==> src/rtl/lt24_touch_pkg.sv <==
// rtl/lt24_touch_pkg.sv - shared types and constants for the LT24 touch reader
// Purpose: FSM state encodings, ADS7843 command bytes, frame geometry and
//          default timing parameters used by lt24_touch_reader and ads7843_xfer.
// Ports:   none (package).
package lt24_touch_pkg;

  typedef enum logic [2:0] {
    IDLE,
    DEBOUNCE,
    CONV_X,
    CONV_Y,
    CHECK,
    GAP
  } state_t;

  typedef enum logic [1:0] {
    XF_IDLE,
    XF_RUN,
    XF_GUARD
  } xfer_state_t;

  // 12-bit mode, differential reference, power-down bits PD=00
  localparam logic [7:0] CMD_X = 8'hD0;
  localparam logic [7:0] CMD_Y = 8'h90;

  localparam int FRAME_LEN  = 24;
  localparam int DATA_FIRST = 9;
  localparam int DATA_LAST  = 20;
  localparam int RESULT_W   = 12;

  localparam int DEF_CLK_DIV      = 25;
  localparam int DEF_DEBOUNCE_CYC = 50000;
  localparam int DEF_GAP_CYC      = 500000;

endpackage

==> src/rtl/ads7843_xfer.sv <==
// rtl/ads7843_xfer.sv - one 24-DCLK ADS7843 SPI conversion frame
// Purpose: on start (accepted while ready) drives one frame: command byte MSB
//          first on DCLK periods 0-7, captures D11..D0 on the rising edges of
//          periods 9-20, then raises cs_n and pulses done with the result.
//          cs_n is then held high for one extra DCLK half-period before the
//          next frame may begin.
// Ports:   clk, reset (sync, active-low)
//          start, cmd[7:0]   - frame request and command byte
//          sdo               - synchronized ADC serial data
//          ready             - idle, a start will be accepted
//          done, result[11:0]- one-cycle completion pulse and captured code
//          cs_n, dclk, din   - SPI bus to the ADS7843
module ads7843_xfer
  import lt24_touch_pkg::*;
#(
  parameter int CLK_DIV = DEF_CLK_DIV
) (
  input  logic                clk,
  input  logic                reset,
  input  logic                start,
  input  logic [7:0]          cmd,
  input  logic                sdo,
  output logic                ready,
  output logic                done,
  output logic [RESULT_W-1:0] result,
  output logic                cs_n,
  output logic                dclk,
  output logic                din
);

  localparam int DIV_W = $clog2(CLK_DIV + 1);
  localparam logic [DIV_W-1:0] HALF_LAST = DIV_W'(CLK_DIV - 1);
  localparam logic [4:0] IDX_FIRST = 5'(DATA_FIRST);
  localparam logic [4:0] IDX_LAST  = 5'(DATA_LAST);
  localparam logic [4:0] IDX_END   = 5'(FRAME_LEN - 1);

  xfer_state_t         xs_q, xs_d;
  logic [DIV_W-1:0]    half_q, half_d;
  logic [4:0]          idx_q, idx_d;
  logic [7:0]          cmd_q, cmd_d;
  logic [RESULT_W-1:0] shift_q, shift_d;
  logic [RESULT_W-1:0] result_q, result_d;
  logic                cs_n_q, cs_n_d;
  logic                dclk_q, dclk_d;
  logic                din_q, din_d;
  logic                done_q, done_d;

  always_ff @(posedge clk) begin
    if (!reset) begin
      xs_q     <= XF_IDLE;
      half_q   <= '0;
      idx_q    <= '0;
      cmd_q    <= '0;
      shift_q  <= '0;
      result_q <= '0;
      cs_n_q   <= 1'b1;
      dclk_q   <= 1'b0;
      din_q    <= 1'b0;
      done_q   <= 1'b0;
    end else begin
      xs_q     <= xs_d;
      half_q   <= half_d;
      idx_q    <= idx_d;
      cmd_q    <= cmd_d;
      shift_q  <= shift_d;
      result_q <= result_d;
      cs_n_q   <= cs_n_d;
      dclk_q   <= dclk_d;
      din_q    <= din_d;
      done_q   <= done_d;
    end
  end

  always_comb begin
    xs_d     = xs_q;
    half_d   = half_q;
    idx_d    = idx_q;
    cmd_d    = cmd_q;
    shift_d  = shift_q;
    result_d = result_q;
    cs_n_d   = cs_n_q;
    dclk_d   = dclk_q;
    din_d    = din_q;
    done_d   = 1'b0;
    case (xs_q)
      XF_IDLE: begin
        if (start) begin
          // First command bit is set up before the first rising edge; the
          // divider restarts here so every frame has identical timing.
          xs_d    = XF_RUN;
          half_d  = '0;
          idx_d   = '0;
          shift_d = '0;
          cs_n_d  = 1'b0;
          dclk_d  = 1'b0;
          din_d   = cmd[7];
          cmd_d   = {cmd[6:0], 1'b0};
        end
      end
      XF_RUN: begin
        if (half_q == HALF_LAST) begin
          half_d = '0;
          dclk_d = ~dclk_q;
          if (!dclk_q) begin
            if (idx_q >= IDX_FIRST && idx_q <= IDX_LAST) begin
              shift_d = {shift_q[RESULT_W-2:0], sdo};
            end
          end else if (idx_q == IDX_END) begin
            xs_d     = XF_GUARD;
            cs_n_d   = 1'b1;
            din_d    = 1'b0;
            result_d = shift_q;
            done_d   = 1'b1;
          end else begin
            // Zeros shifted in behind the command keep din low afterwards.
            idx_d = idx_q + 5'd1;
            din_d = cmd_q[7];
            cmd_d = {cmd_q[6:0], 1'b0};
          end
        end else begin
          half_d = half_q + DIV_W'(1);
        end
      end
      XF_GUARD: begin
        if (half_q == HALF_LAST) begin
          xs_d   = XF_IDLE;
          half_d = '0;
        end else begin
          half_d = half_q + DIV_W'(1);
        end
      end
      default: xs_d = XF_IDLE;
    endcase
  end

  assign ready  = (xs_q == XF_IDLE);
  assign done   = done_q;
  assign result = result_q;
  assign cs_n   = cs_n_q;
  assign dclk   = dclk_q;
  assign din    = din_q;

endmodule

==> src/rtl/lt24_touch_reader.sv <==
// rtl/lt24_touch_reader.sv - LT24 ADS7843 touch position reader
// Purpose: debounces PENIRQ, then repeatedly converts X and Y while the pen
//          stays down, publishing each valid pair with a one-cycle pos_ready.
// Ports:   clk, reset (sync, active-low), en - sampling enable
//          touch_irq_n - async PENIRQ (low = pen down)
//          adc_cs_n, adc_dclk, adc_din - SPI outputs; adc_dout - async SPI input
//          pos_ready - new-pair pulse; x_pos, y_pos - raw 12-bit codes (held)
module lt24_touch_reader
  import lt24_touch_pkg::*;
#(
  parameter int CLK_DIV      = DEF_CLK_DIV,
  parameter int DEBOUNCE_CYC = DEF_DEBOUNCE_CYC,
  parameter int GAP_CYC      = DEF_GAP_CYC
) (
  input  logic                clk,
  input  logic                reset,
  input  logic                en,
  input  logic                touch_irq_n,
  output logic                adc_cs_n,
  output logic                adc_dclk,
  output logic                adc_din,
  input  logic                adc_dout,
  output logic                pos_ready,
  output logic [RESULT_W-1:0] x_pos,
  output logic [RESULT_W-1:0] y_pos
);

  // One counter serves both debounce and gap, sized for the larger count.
  localparam int CNT_MAX = (DEBOUNCE_CYC > GAP_CYC) ? DEBOUNCE_CYC : GAP_CYC;
  localparam int CNT_W   = $clog2(CNT_MAX + 1);
  localparam logic [CNT_W-1:0] DEB_LAST = CNT_W'(DEBOUNCE_CYC - 1);
  localparam logic [CNT_W-1:0] GAP_LAST = CNT_W'(GAP_CYC - 1);

  // The pen chain carries the inverted IRQ so its cleared state means pen-up.
  logic pen_meta, pen_down;
  logic dout_meta, dout_sync;

  always_ff @(posedge clk) begin
    if (!reset) begin
      pen_meta  <= 1'b0;
      pen_down  <= 1'b0;
      dout_meta <= 1'b0;
      dout_sync <= 1'b0;
    end else begin
      pen_meta  <= ~touch_irq_n;
      pen_down  <= pen_meta;
      dout_meta <= adc_dout;
      dout_sync <= dout_meta;
    end
  end

  state_t              state_q, state_d;
  logic [CNT_W-1:0]    cnt_q, cnt_d;
  logic                issued_q;
  logic [RESULT_W-1:0] x_code_q, y_code_q;
  logic                pos_ready_d;
  logic [RESULT_W-1:0] x_pos_d, y_pos_d;

  logic                xfer_start, xfer_ready, xfer_done;
  logic [7:0]          xfer_cmd;
  logic [RESULT_W-1:0] xfer_result;

  // Request a frame once per conversion state; the request waits while the
  // transfer block is still holding cs_n high after the previous frame.
  assign xfer_start = (state_q == CONV_X || state_q == CONV_Y) && !issued_q;
  assign xfer_cmd   = (state_q == CONV_Y) ? CMD_Y : CMD_X;

  ads7843_xfer #(
    .CLK_DIV (CLK_DIV)
  ) u_xfer (
    .clk    (clk),
    .reset  (reset),
    .start  (xfer_start),
    .cmd    (xfer_cmd),
    .sdo    (dout_sync),
    .ready  (xfer_ready),
    .done   (xfer_done),
    .result (xfer_result),
    .cs_n   (adc_cs_n),
    .dclk   (adc_dclk),
    .din    (adc_din)
  );

  always_ff @(posedge clk) begin
    if (!reset) begin
      state_q   <= IDLE;
      cnt_q     <= '0;
      issued_q  <= 1'b0;
      x_code_q  <= '0;
      y_code_q  <= '0;
      pos_ready <= 1'b0;
      x_pos     <= '0;
      y_pos     <= '0;
    end else begin
      state_q   <= state_d;
      cnt_q     <= cnt_d;
      pos_ready <= pos_ready_d;
      x_pos     <= x_pos_d;
      y_pos     <= y_pos_d;
      if (xfer_done) begin
        issued_q <= 1'b0;
      end else if (xfer_start && xfer_ready) begin
        issued_q <= 1'b1;
      end
      if (xfer_done && state_q == CONV_X) begin
        x_code_q <= xfer_result;
      end
      if (xfer_done && state_q == CONV_Y) begin
        y_code_q <= xfer_result;
      end
    end
  end

  always_comb begin
    state_d     = state_q;
    cnt_d       = cnt_q;
    pos_ready_d = 1'b0;
    x_pos_d     = x_pos;
    y_pos_d     = y_pos;
    case (state_q)
      IDLE: begin
        cnt_d = '0;
        if (en && pen_down) begin
          state_d = DEBOUNCE;
        end
      end
      DEBOUNCE: begin
        if (!pen_down) begin
          state_d = IDLE;
          cnt_d   = '0;
        end else if (cnt_q == DEB_LAST) begin
          state_d = CONV_X;
          cnt_d   = '0;
        end else begin
          cnt_d = cnt_q + CNT_W'(1);
        end
      end
      // Frames always run to completion; pen-up or en=0 is judged in CHECK.
      CONV_X: begin
        if (xfer_done) begin
          state_d = CONV_Y;
        end
      end
      CONV_Y: begin
        if (xfer_done) begin
          state_d = CHECK;
        end
      end
      CHECK: begin
        cnt_d = '0;
        if (pen_down && en) begin
          x_pos_d     = x_code_q;
          y_pos_d     = y_code_q;
          pos_ready_d = 1'b1;
          state_d     = GAP;
        end else begin
          state_d = IDLE;
        end
      end
      GAP: begin
        if (cnt_q == GAP_LAST) begin
          cnt_d   = '0;
          state_d = (pen_down && en) ? CONV_X : IDLE;
        end else begin
          cnt_d = cnt_q + CNT_W'(1);
        end
      end
      default: begin
        state_d = IDLE;
        cnt_d   = '0;
      end
    endcase
  end

endmodule

==> config.mk <==
export PLATFORM = sky130hd
export DESIGN_NAME = lt24_touch_reader
export DESIGN_NICKNAME = d
export VERILOG_FILES = /design/src/rtl/lt24_touch_pkg.sv /design/src/rtl/ads7843_xfer.sv /design/src/rtl/lt24_touch_reader.sv
export SDC_FILE = /design/constraint.sdc
export NUM_CORES = 1
export LEC_CHECK = 0
export BUFFER_PORTS_ARGS = -buffer_cell sky130_fd_sc_hd__buf_4
export CAP_MARGIN = 20
export CORE_ASPECT_RATIO = 2
export CORE_MARGIN = 2
export CORE_UTILIZATION = 50
export CTS_BUF_LIST = sky130_fd_sc_hd__clkbuf_4
export DETAILED_ROUTE_END_ITERATION = 10
export PLACE_DENSITY = 0.8
export SLEW_MARGIN = 30
export SYNTH_ARGS = -nofsm -noshare
export SYNTH_HDL_FRONTEND = slang
export SYNTH_SLANG_ARGS = --single-unit
==> constraint.sdc <==
create_clock -name clk -period 3.7 [get_ports clk]
set_input_delay 0.74 -clock clk [delete_from_list [all_inputs] [get_ports clk]]
set_output_delay 0.74 -clock clk [all_outputs]
set_load 0.02 [all_outputs]
### After elaboration in Yosys (flattened, before gate mapping)

Index checks and enable logic that the tools add are counted.

* word-level logic and storage cells: 132
* register bits after elaboration: 124
* ROM bits: 0
* output and inout bits: 28
* RAM bits: 0
* bits in latches: 0
* bits of input ports: 5
* memories kept: 0

* multiply operators: 0
* mux-type cells: 51
* equal/unequal tests: 24
* order comparisons: 2
* shift operators: 0
* reductions and logical operators: 27
* bitwise operators: 3
* div/mod/pow operators: 0
* add/sub/neg operators: 3

Operator list (number)
* 19-bit 2-to-1 mux: 3
* 19-bit one-hot mux with 3 select lines: 1
* 12-bit 2-to-1 mux: 4
* 8-bit 2-to-1 mux: 4
* 5-bit 2-to-1 mux: 5
* 5-bit AND reduction: 5
* 12-bit one-hot mux with 2 select lines: 1
* 3-bit 2-to-1 mux: 7
* 5-bit one-hot mux with 2 select lines: 2
* 19-bit by 1-bit adder with 19-bit output (second input constant): 1
* 19-bit by 16-bit equality test with 1-bit output (second input constant): 1
* 19-bit equality test (second input constant): 1
* 3-bit one-hot mux with 6 select lines: 1
* 8-bit one-hot mux with 2 select lines: 1
* 2-bit by 1-bit inequality test with 1-bit output (second input constant): 7
* 2-bit 2-to-1 mux: 6
* 4-bit AND reduction: 3
* 1-bit 2-to-1 mux: 11
* 5-bit by 1-bit adder with 5-bit output (second input constant): 2
* 5-bit equality test (second input constant): 2
* 2-bit inequality test (second input constant): 5
* 7-bit 2-to-1 mux: 1
* 3-bit by 2-bit equality test with 1-bit output (second input constant): 2
* 3-bit equality test (second input constant): 2
* 18 further kinds: 32

### Longest topological paths before layout

* depth in word-level cells: 6
* depth in mapped cells: 9
* depth with buffers taken out: 7

### Cells and area by module

Synthesis repeated with hierarchy kept, for this count alone.

* cells, all modules: 649
* area total of the unflattened synthesis: 5393.9 µm²

Modules (own cells, without submodules)
* lt24_touch_reader: cells each 415, seq. area each 1521.5 µm², times used 1, area an instance 3260.6 µm²
* ads7843_xfer: cells each 234, seq. area each 940.9 µm², times used 1, area an instance 2133.3 µm²

### Least setup slack after synthesis

No wires, ideal clock.

* path kind: register to register
* from: reg cnt_q[13]
* to: reg state_q[1]
* data required time: 3.584 ns
* library setup time: 0.116 ns
* path buffers: 1
* arrival time: 2.180 ns
* path slack: 1.403 ns
* period minus slack after synthesis: 2.297 ns
* stages on the path, launching flop included: 7
* cell sequence: dfxtp_1 buf_6 or4b_1 or4_1 o2111a_1 or4_1 o211a_1

* cells in the longest elaborated chain, start to end: 3
* elaborated cells on any way between the ends: 5
* classes of those cells: eq/ne: 4; reduce/logical: 1

Ends and longest elaborated chain
* start, declared: RTL line lt24_touch_reader.sv:53 `logic [CNT_W-1:0] cnt_q, cnt_d;`
* start signal, assigned: RTL line lt24_touch_reader.sv:96 `cnt_q <= cnt_d;`
* 19-bit by 16-bit equality test with 1-bit output or 19-bit equality test (tied branches): RTL line lt24_touch_reader.sv:131, lt24_touch_reader.sv:161
* 3-bit inequality test (no source line) or 2-bit inequality test (tied branches)
* 5-bit AND reduction (no source line) (*)
* end signal, assigned: RTL line lt24_touch_reader.sv:95 `state_q <= state_d;`
* end, declared: RTL line lt24_touch_reader.sv:52 `state_t state_q, state_d;`

Mark *: on every way between the ends. The rest lies on a longest branch, timed or not.
A chain may end at the register's enable or synchronous reset.

### Worst setup path in the final report

Same ends and word-level chain as after synthesis.

==> metrics.cfg <==
[route]
wire_per_inst_um=14.0
vias=4483
drtIter0Drc=254
wl_um=11200
drcViolationCount=0
routed_via_density=5.61
dr.pass1.iters=5
drtAntennaViolNets=0

[setup_path]
critPathTopFamily=simple AND/OR/NAND/NOR gates
crit_type=reg -> reg
endpoint_kind=flop
critPathSlowestCell=or4_1
critPathMostFrequentCell=or4_1
path_max_fanout=22
worstPathRequired_ns=4.10
startpoint=cnt_q[13]
crit_chain=or4b_1 > or4_1 > o2111a_1 > or4_1 > o211a_1
max_stage_delay_ns=0.63
crit_buf_inv=0
reg2reg_slack_ns=0.90
r2r_start=cnt_q[13]
worstPathArrival_ns=3.20
startpoint_type=flop

[place]
gp_congestion=0.910
dpl.hpwl_um=7850
dp_cells=768
io_buffer_count=32

[grt]
grt_overflow=0
antenna_found_initial=1
grt_pass1_wl_um=18600
grt_max_degree=50
grt_pass1_vias=4205
grt_use_total=0.216

[synth]
synthArstFlopShare=0
synthTopCellsByArea=dfxtp_1, nand2_1, a21oi_1, clkbuf_1, ha_1
synth_ff_type=dfxtp_1
synth-edff-count=0
yosysTopAreaCell=dfxtp_1
syn_inst=634
ys_ff_latch=119
syn_area_per_cell_um2=7.98
syn-num-nets=648
ys_warn_count=0
ys_types=53
synth_common_cells=nand2_1, dfxtp_1, a21oi_1
yosysTopAreaCellShare=0.471
synth_most_common_cell=nand2_1
seq_area_frac_synth=0.471
synth_area_mm2=0.00506

[sta]
period_minus_slack_ns=2.80
worst_pin_slew_ns=0.879
setup_viol=0
timing.final.crit_share=0.757
finalHoldViolCount=0
rsz0062_at_grt=false
relSlewSlack=0.414
tns_ns=0
fmax_mhz=357
skew_ns=0.0192
drv_slew=0

[run]
drv_cap=0

[clock_tree]
clock_latency_ns=0.51
root_buffer=clkbuf_4
cts_sinks=119
numCtsBuffers=17
cts_tree=built
hold_buffers=0
htree_levels=4
cts_setup_buffers=0
ctsResizeCount=0
clkTransAtPathRegs_ns=0.11
clk_path_buf_depth=2

[power]
leakage_nw=1.95
peakVddDrop_uv=249
powerDensity_mw_per_mm2=482

[floorplanning]
die-area_mm2=0.0110
coreArea_mm2=0.0100
rows=52
initial_core_util=0.505
die_w_um=75.2
io_pins=33
die_h_um=146

[min_path]
hold_class=in -> reg
hp-start=touch_irq_n

[finish]
area_growth_pct=11.0
stdcell_count=799
layout-drive-gt1-share=0.109
layout.nets=666

[outcome]
outcome=finished clean

-- kinds of logic (layout without fill, tap and decap cells) --
logic type      after synthesis  count (layout)  synth area share
xor+xnor                      4               4           0.00692
simple gates                297             297             0.269
buf+inv                      52              81            0.0403
other cells                   0               1                 0
mux                           6               6            0.0121
fa+ha+maj                     9               9            0.0222
flops                       119             119             0.471
compound gates              147             147             0.179
-- stage by stage --
stage	hold WS, ns	total power [mW]	util	cell area [um^2]	setup WS, ns
after floorplan	0.412	1.76	-	5060	1.40
after global placement	0.417	1.86	0.535	5360	1.04
after detailed placement	0.425	1.88	0.535	5360	0.965
after CTS	0.345	2.73	0.560	5620	0.935
after global routing	0.332	2.85	0.561	5620	0.832
final	0.369	2.71	0.561	5620	0.901
-- flip-flops by register name, summed over array words and instances, names as in the netlist --
register,count
cnt_q,19
dout_meta,1
dout_sync,1
issued_q,1
pen_down,1
pen_meta,1
pos_ready,1
state_q,3
u_xfer.cmd_q,3
u_xfer.cs_n,1
u_xfer.dclk,1
u_xfer.din,1
u_xfer.done,1
u_xfer.half_q,5
u_xfer.idx_q,5
u_xfer.result,12
u_xfer.shift_q,12
u_xfer.xs_q,2
x_code_q,12
x_pos,12
y_code_q,12
y_pos,12
-- area by class of cell --
cell class	instances	area (um^2)
diodes	1	2.50
clock buffers	19	143
clock inverters	11	110
fillers	953	4400
inverters	14	52.6
multi-input cells	463	2480
flip-flops and latches	119	2380
well taps	135	169
repair buffers	37	278
-- final timing paths --
path / end / cells after the start
hold reg to reg: y_pos[4] / 2
hold / removal: pen_meta / 2
setup / recovery: state_q[1] / 5
setup reg to reg: state_q[1] / 5
-- worst register-to-register path: stages (launching register included) --
cell	delay, ns
dfxtp_1	0.39
or4b_1	0.51
or4_1	0.44
o2111a_1	0.56
or4_1	0.64
o211a_1	0.15
-- power breakdown --
part           internal (mW)  leakage, nW  switching [mW]
combinational          0.165        0.867           0.303
clock                  0.397        0.126           0.458
sequential              1.33        0.960          0.0586
total                   1.89         1.95           0.820
-- layout by cell type (no fill, tap or decap), types with 3 or more instances in the layout --
| master | count |
|---|---|
| nor2_1 | 24 |
| nor3_1 | 12 |
| and2_1 | 11 |
| clkbuf_4 | 19 |
| or4_1 | 4 |
| or2_2 | 3 |
| nand3_1 | 11 |
| inv_1 | 13 |
| nor2b_1 | 8 |
| dfxtp_1 | 119 |
| o2111ai_1 | 6 |
| nand2_1 | 182 |
| o21ai_0 | 13 |
| or3_1 | 8 |
| o22ai_1 | 15 |
| mux2i_1 | 5 |
| nand3b_1 | 4 |
| o221ai_1 | 8 |
| ha_1 | 9 |
| or4b_2 | 3 |
| o211ai_1 | 5 |
| clkinv_1 | 4 |
| a21oi_1 | 77 |
| buf_4 | 37 |
| clkinvlp_4 | 4 |
| nand4b_1 | 5 |
| a211oi_1 | 4 |
| and3_1 | 7 |
| nand4_1 | 5 |
| xnor2_1 | 3 |
-- per-layer routing --
layer | GRT usage | vias up | share of wire
met5 | 0 | - | 0
met4 | 0.103 | 0 | 0.027
met3 | 0.0524 | 35 | 0.032
met2 | 0.387 | 108 | 0.56
met1 | 0.225 | 2097 | 0.38
li1 | - | 2243 | -
Note: power is estimated with default switching activity, not from simulation.
